`config.mk`:
```
export PLATFORM = sky130hd
export DESIGN_NAME = key_entry_decoder
export DESIGN_NICKNAME = d
export VERILOG_FILES = /design/src/rtl/calc_pkg.sv /design/src/rtl/bcd_accum.sv /design/src/rtl/key_entry_decoder.sv
export SDC_FILE = /design/constraint.sdc
export NUM_CORES = 1
export LEC_CHECK = 0
export ABC_AREA = 1
export BUFFER_PORTS_ARGS = -buffer_cell sky130_fd_sc_hd__buf_2
export CELL_PAD_IN_SITES_DETAIL_PLACEMENT = 0
export CELL_PAD_IN_SITES_GLOBAL_PLACEMENT = 2
export CORE_MARGIN = 2
export CORE_UTILIZATION = 35
export CTS_CLUSTER_DIAMETER = 80
export DETAILED_ROUTE_END_ITERATION = 12
export PLACE_DENSITY = 0.95
export SETUP_SLACK_MARGIN = 0.15
export SLEW_MARGIN = 40
export SYNTH_ARGS = -nofsm -noshare
export SYNTH_HDL_FRONTEND = slang
export SYNTH_SLANG_ARGS = --single-unit
```
`constraint.sdc`:
```
create_clock -name sw_clk -period 6.6 [get_ports sw_clk]
set_input_delay 0.66 -clock sw_clk [delete_from_list [all_inputs] [get_ports sw_clk]]
set_output_delay 0.66 -clock sw_clk [all_outputs]
set_load 0.02 [all_outputs]
```
`src/rtl/calc_pkg.sv`:
```
// Shared calculator definitions: eBCD key codes, operator and FSM encodings,
// default digit limit and small value helpers.
package calc_pkg;

    localparam int unsigned MAX_DIGITS_DEF = 9;
    localparam int unsigned CNT_W          = 4;

    localparam logic [3:0] KEY_ADD = 4'hA;
    localparam logic [3:0] KEY_SUB = 4'hB;
    localparam logic [3:0] KEY_MUL = 4'hC;
    localparam logic [3:0] KEY_DIV = 4'hD;
    localparam logic [3:0] KEY_EQ  = 4'hE;
    localparam logic [3:0] KEY_CLR = 4'hF;

    typedef enum logic [2:0] {
        OP_ADD = 3'd0,
        OP_SUB = 3'd1,
        OP_MUL = 3'd2,
        OP_DIV = 3'd3
    } op_t;

    typedef enum logic [1:0] {
        S_OP1,
        S_OPR,
        S_OP2,
        S_RES
    } state_t;

    function automatic logic is_digit(input logic [3:0] key);
        return key <= 4'd9;
    endfunction

    function automatic op_t key_to_op(input logic [3:0] key);
        case (key)
            KEY_SUB: return OP_SUB;
            KEY_MUL: return OP_MUL;
            KEY_DIV: return OP_DIV;
            default: return OP_ADD;
        endcase
    endfunction

    function automatic logic signed [31:0] apply_sign(input logic neg, input logic [30:0] mag);
        logic signed [31:0] v;
        v = signed'({1'b0, mag});
        return neg ? -v : v;
    endfunction

endpackage

```
`src/rtl/bcd_accum.sv`:
```
// Decimal digit accumulator: buffer*10+d with significant-digit counting;
// digits arriving once the limit is reached leave buffer and count unchanged.
module bcd_accum
    import calc_pkg::*;
#(
    parameter int unsigned MAX_DIGITS = MAX_DIGITS_DEF
) (
    input  logic [30:0]      buffer,
    input  logic [CNT_W-1:0] cnt,
    input  logic [3:0]       digit,
    output logic [30:0]      buffer_next,
    output logic [CNT_W-1:0] cnt_next
);

    always_comb begin
        buffer_next = buffer;
        cnt_next    = cnt;
        if (cnt != CNT_W'(MAX_DIGITS)) begin
            buffer_next = (buffer << 3) + (buffer << 1) + 31'(digit);
            // leading zeros are not significant, so an empty buffer stays at count 0
            if (cnt != '0 || digit != '0) begin
                cnt_next = cnt + 1'b1;
            end
        end
    end

endmodule

```
`src/rtl/key_entry_decoder.sv`:
```
// Turns eBCD key presses into operand1/operator/operand2 plus a calc_start strobe
// and drives the display value. Optional: ENTRY_OVF_ERR_EN enables the sticky overflow flag.
module key_entry_decoder
    import calc_pkg::*;
#(
    parameter int unsigned MAX_DIGITS = MAX_DIGITS_DEF
) (
    input  logic               sw_clk,
    input  logic               rst,
    input  logic               key_valid,
    input  logic [3:0]         eBCD,
    input  logic signed [31:0] result,
    output logic signed [31:0] operand1,
    output logic signed [31:0] operand2,
    output logic [2:0]         operator,
    output logic               calc_start,
    output logic signed [31:0] fnd_serial,
    output logic               entry_err
);

    state_t             state, state_n;
    logic               sign_bit, sign_n;
    logic [30:0]        buffer, buffer_n, acc_buf;
    logic [CNT_W-1:0]   cnt, cnt_n, acc_cnt;
    logic signed [31:0] op1_n, op2_n, fnd_n, entry_val;
    logic [2:0]         op_n;
    logic               start_n, err_n;

    bcd_accum #(.MAX_DIGITS(MAX_DIGITS)) u_accum (
        .buffer     (buffer),
        .cnt        (cnt),
        .digit      (eBCD),
        .buffer_next(acc_buf),
        .cnt_next   (acc_cnt)
    );

    assign entry_val = apply_sign(sign_bit, buffer);

    always_comb begin
        state_n  = state;
        sign_n   = sign_bit;
        buffer_n = buffer;
        cnt_n    = cnt;
        op1_n    = operand1;
        op2_n    = operand2;
        op_n     = operator;
        err_n    = entry_err;
        start_n  = 1'b0;

        if (key_valid) begin
            if (eBCD == KEY_CLR) begin
                state_n  = S_OP1;
                sign_n   = 1'b0;
                buffer_n = '0;
                cnt_n    = '0;
                op1_n    = '0;
                op2_n    = '0;
                op_n     = '0;
                err_n    = 1'b0;
            end else if (is_digit(eBCD)) begin
                // buffer is already empty in S_OPR/S_RES, so accumulating equals loading d
                buffer_n = acc_buf;
                cnt_n    = acc_cnt;
                case (state)
                    S_OPR:   state_n = S_OP2;
                    S_RES: begin
                        sign_n  = 1'b0;
                        state_n = S_OP1;
                    end
                    default: ;
                endcase
`ifdef ENTRY_OVF_ERR_EN
                if (cnt == CNT_W'(MAX_DIGITS)) begin
                    err_n = 1'b1;
                end
`endif
            end else if (eBCD == KEY_EQ) begin
                if (state == S_OP2) begin
                    op2_n    = entry_val;
                    start_n  = 1'b1;
                    sign_n   = 1'b0;
                    buffer_n = '0;
                    cnt_n    = '0;
                    state_n  = S_RES;
                end
            end else begin
                case (state)
                    S_OP1: begin
                        if (eBCD == KEY_SUB && cnt == '0) begin
                            sign_n = ~sign_bit;
                        end else begin
                            op1_n    = entry_val;
                            op_n     = key_to_op(eBCD);
                            sign_n   = 1'b0;
                            buffer_n = '0;
                            cnt_n    = '0;
                            state_n  = S_OPR;
                        end
                    end
                    S_OPR: begin
                        if (eBCD == KEY_SUB) sign_n = ~sign_bit;
                        else                 op_n   = key_to_op(eBCD);
                    end
                    S_OP2: begin
                        if (eBCD == KEY_SUB && cnt == '0) sign_n = ~sign_bit;
                    end
                    default: begin
                        op1_n    = result;
                        op_n     = key_to_op(eBCD);
                        sign_n   = 1'b0;
                        buffer_n = '0;
                        cnt_n    = '0;
                        state_n  = S_OPR;
                    end
                endcase
            end
        end

        case (state_n)
            S_OP1, S_OP2: fnd_n = apply_sign(sign_n, buffer_n);
            S_OPR:        fnd_n = sign_n ? '0 : op1_n;
            default:      fnd_n = result;
        endcase
`ifdef ENTRY_OVF_ERR_EN
        if (err_n) fnd_n = 32'sh8000_0000;
`endif
    end

    always_ff @(posedge sw_clk or negedge rst) begin
        if (!rst) begin
            state      <= S_OP1;
            sign_bit   <= 1'b0;
            buffer     <= '0;
            cnt        <= '0;
            operand1   <= '0;
            operand2   <= '0;
            operator   <= '0;
            calc_start <= 1'b0;
            fnd_serial <= '0;
            entry_err  <= 1'b0;
        end else begin
            state      <= state_n;
            sign_bit   <= sign_n;
            buffer     <= buffer_n;
            cnt        <= cnt_n;
            operand1   <= op1_n;
            operand2   <= op2_n;
            operator   <= op_n;
            calc_start <= start_n;
            fnd_serial <= fnd_n;
            entry_err  <= err_n;
        end
    end

endmodule

```
==> impl_metrics.toml <==
[critical_path]
cp_max_fo = 28
cp.required_ns = 6.98
worstPathArrival_ns = 4.35
crit_path_start_kind = "register"
critPathCaptureType = "register"
r2r_cells = 17
critPathKind = "reg2reg"

[clocking]
cts_setup_buffers = 0
cts_tree = "yes"
clkTransAtPathRegs_ns = 0.07
htree_levels = 4
root_buffer = "clkbuf_16"
cts_resized = 0
numCtsBuffers = 17
worstSkewPairLatency_ns = 0.44
hold_buffers = 0
clock_sinks = 137
clockBufferDepth = 2

[logic_synthesis]
synth_cells = 1775
yosysMostFrequentCell = "nand2_1"
synth.area.top_cells = "dfrtp_1 (30%), nand2_1 (18%), inv_1 (7.7%)"
async_flop_share_pct = 100
synth_edf_count = 0
synth.cells.most_frequent = "nand2_1 (539), inv_1 (238), o21ai_0 (150)"
synth_cell_types = 51
postSynthAreaPerCell_sq_um = 6.51
synth-main-ff-cell = "dfrtp_1"
yosys.area.top_type = "dfrtp_1"
yosys_warnings = 0
ys_seq_area_share_pct = 29.7
netlist.area_leader.share_pct = 29.7
synth_area_sq_mm = 0.0115
synth_seq_cells = 137

[placed_design]
port_buffers = 137
gp_congestion = 0.912
dp_hpwl_mm = 32.6

[power]
ir_worst_vdd_v = 0.000223
pwr_density_cell_mw_per_mm2 = 487
p_leak_uw = 0.00720

[detailed_routing]
vias = 12100
avgRoutedWirePerCell_microns = 18.2
drt_pre_antenna_iters = 8
viasPerCell = 5.18
antenna_left = 0
routed_wl_mm = 42.5
drcViolationCount = 0
first_iter_violations = 1178

[finish]
drive_gt1_share_pct = 13.9
syn_to_final_growth_pct = 14.1
multi_input_area_sq_mm = 0.00690
nets = 1989
diodes = 0
num-fill-cells = 3585
regArea_sq_mm = 0.00343

[timing]
rsz0062_at_grt = "no"
finalHoldViolCount = 0
setup_viol = 0
max_freq_mhz = 252
worst_pin_slew_ns = 0.838
worst_hold_slack_ns = 0.234
fin_setup_tns_ns = 0
skew_ns = 0.00982
slew_violations = 0
post-route-period-util_pct = 60.2
max-slew-margin-rel_pct = 44.0
period_needed_ns = 3.97

[floorplan]
die_x_microns = 186
dieArea_sq_mm = 0.0345
start_util_pct = 35.5
core_area_sq_mm = 0.0325
die_h_microns = 186
ios = 140
placementRows = 66

[global_route]
globalRouteTotalUtil_pct = 24.8
gr-max-usage-layer = "met2"
grt_max_degree = 89
grt_antenna_before_repair = 0
gr-usage-met2_pct = 40.6
use_met1_pct = 34.0
grt_first_pass_wirelength_mm = 65.4
grtUsageMet3_pct = 3.40
grt_pass1_vias = 11400
grt_overflow_total = 0

[outcome]
outcome = "finished clean"

[min_path]
worstHoldPathType = "in2async"

[flow_run]
drv_cap = 0
-- layout make-up --
cell class                 count  share of cell area [%]
clock buffer                  19                    3.44
clock inverter                13                    1.07
inverter                     251                    7.17
multi-input combinational   1329                    52.4
sequential                   137                    26.0
tap                          442                    4.20
timing repair buffer         145                    5.74
-- power by group --
| part | switching, uW | internal (uW) | total [uW] |
|---|---|---|---|
| combinational | 2740 | 1200 | 3940 |
| clock | 417 | 579 | 996 |
| sequential | 324 | 1150 | 1480 |
-- critical path, stage by stage, from the launching register on --
cell	delay, ns
dfrtp_1	0.39
inv_1	0.10
ha_1	0.17
nand3_2	0.56
inv_2	0.68
nor2_1	0.19
inv_1	0.13
nor2_1	0.06
a21oi_2	0.25
ha_1	0.27
nand3_2	0.14
inv_1	0.10
nand2_1	0.11
nor2_1	0.28
nand3_1	0.12
nand3_1	0.09
nand3_1	0.14
nand2_1	0.09
-- placed cells by master, fill, tap and decap left out, types with 5 or more instances in the layout --
cell,Yosys,routed
o21ai_1,12,12
ha_1,67,67
nor2_1,141,140
nand4_1,21,21
dfrtp_1,137,137
nand3_2,6,6
o21ai_0,150,149
buf_4,3,8
nand2_1,539,538
inv_2,12,13
o31ai_1,5,5
a21oi_1,101,101
a22oi_1,14,14
clkbuf_16,0,17
nor2_4,8,8
xor2_1,29,29
inv_1,238,237
o221ai_1,5,5
nand2_2,23,24
nor2_2,12,13
nand3_1,121,121
nand2_4,11,11
o211ai_1,16,16
buf_2,15,136
nor3_1,9,9
-- path summary, 6_finish.rpt --
| kind | start | endpoint | slack [ns] |
|---|---|---|---|
| max in group asynchronous | rst | fnd_serial[9] | 5.13 |
| min | rst | cnt[2] | 0.23 |
| max reg2reg | cnt[1] | fnd_serial[30] | 2.63 |
| min in group sw_clk | result[19] | fnd_serial[19] | 0.46 |
| max | cnt[1] | fnd_serial[30] | 2.63 |
| min reg2reg | operand2[1] | operand2[1] | 0.50 |
-- metrics by stage --
step / power (uW) / setup slack [ns] / util [%] / instance area [sq um] / cells
floorplan: 4110 / 3.29 / - / 11600 / 1776
global placement: 5360 / 2.45 / 38.6 / 12600 / 2304
detailed placement: 5380 / 2.44 / 38.7 / 12600 / 2304
CTS: 6400 / 2.63 / 40.5 / 13200 / 2336
global route: 6960 / 2.25 / 40.5 / 13200 / 2336
finish: 6410 / 2.63 / 40.5 / 13200 / 2336
-- metal layers --
metal	share of wire, %	vias up
li1	-	5935
met1	45	5639
met2	47	451
met3	5.7	73
met4	2.5	0
met5	0	-
-- logic make-up (layout without fill, tap and decap cells) --
| kind of cell | after synthesis | after routing | share of synthesized area [%] |
|---|---|---|---|
| other cells | 1 | 2 | 0.0325 |
| fa+ha+maj | 69 | 69 | 7.60 |
| compound gates | 329 | 329 | 15.9 |
| xor+xnor | 32 | 32 | 2.43 |
| flops | 137 | 137 | 29.7 |
| buf+inv | 310 | 428 | 10.7 |
| simple gates | 897 | 897 | 33.6 |
-- state kept, by name (all words and copies together) (netlist names) --
register and count:
state 2, calc_start 1, buffer 31, operand2 32
cnt 4, operand1 32, operator 2, fnd_serial 32
sign_bit 1
(Power assumes the default switching activity.)
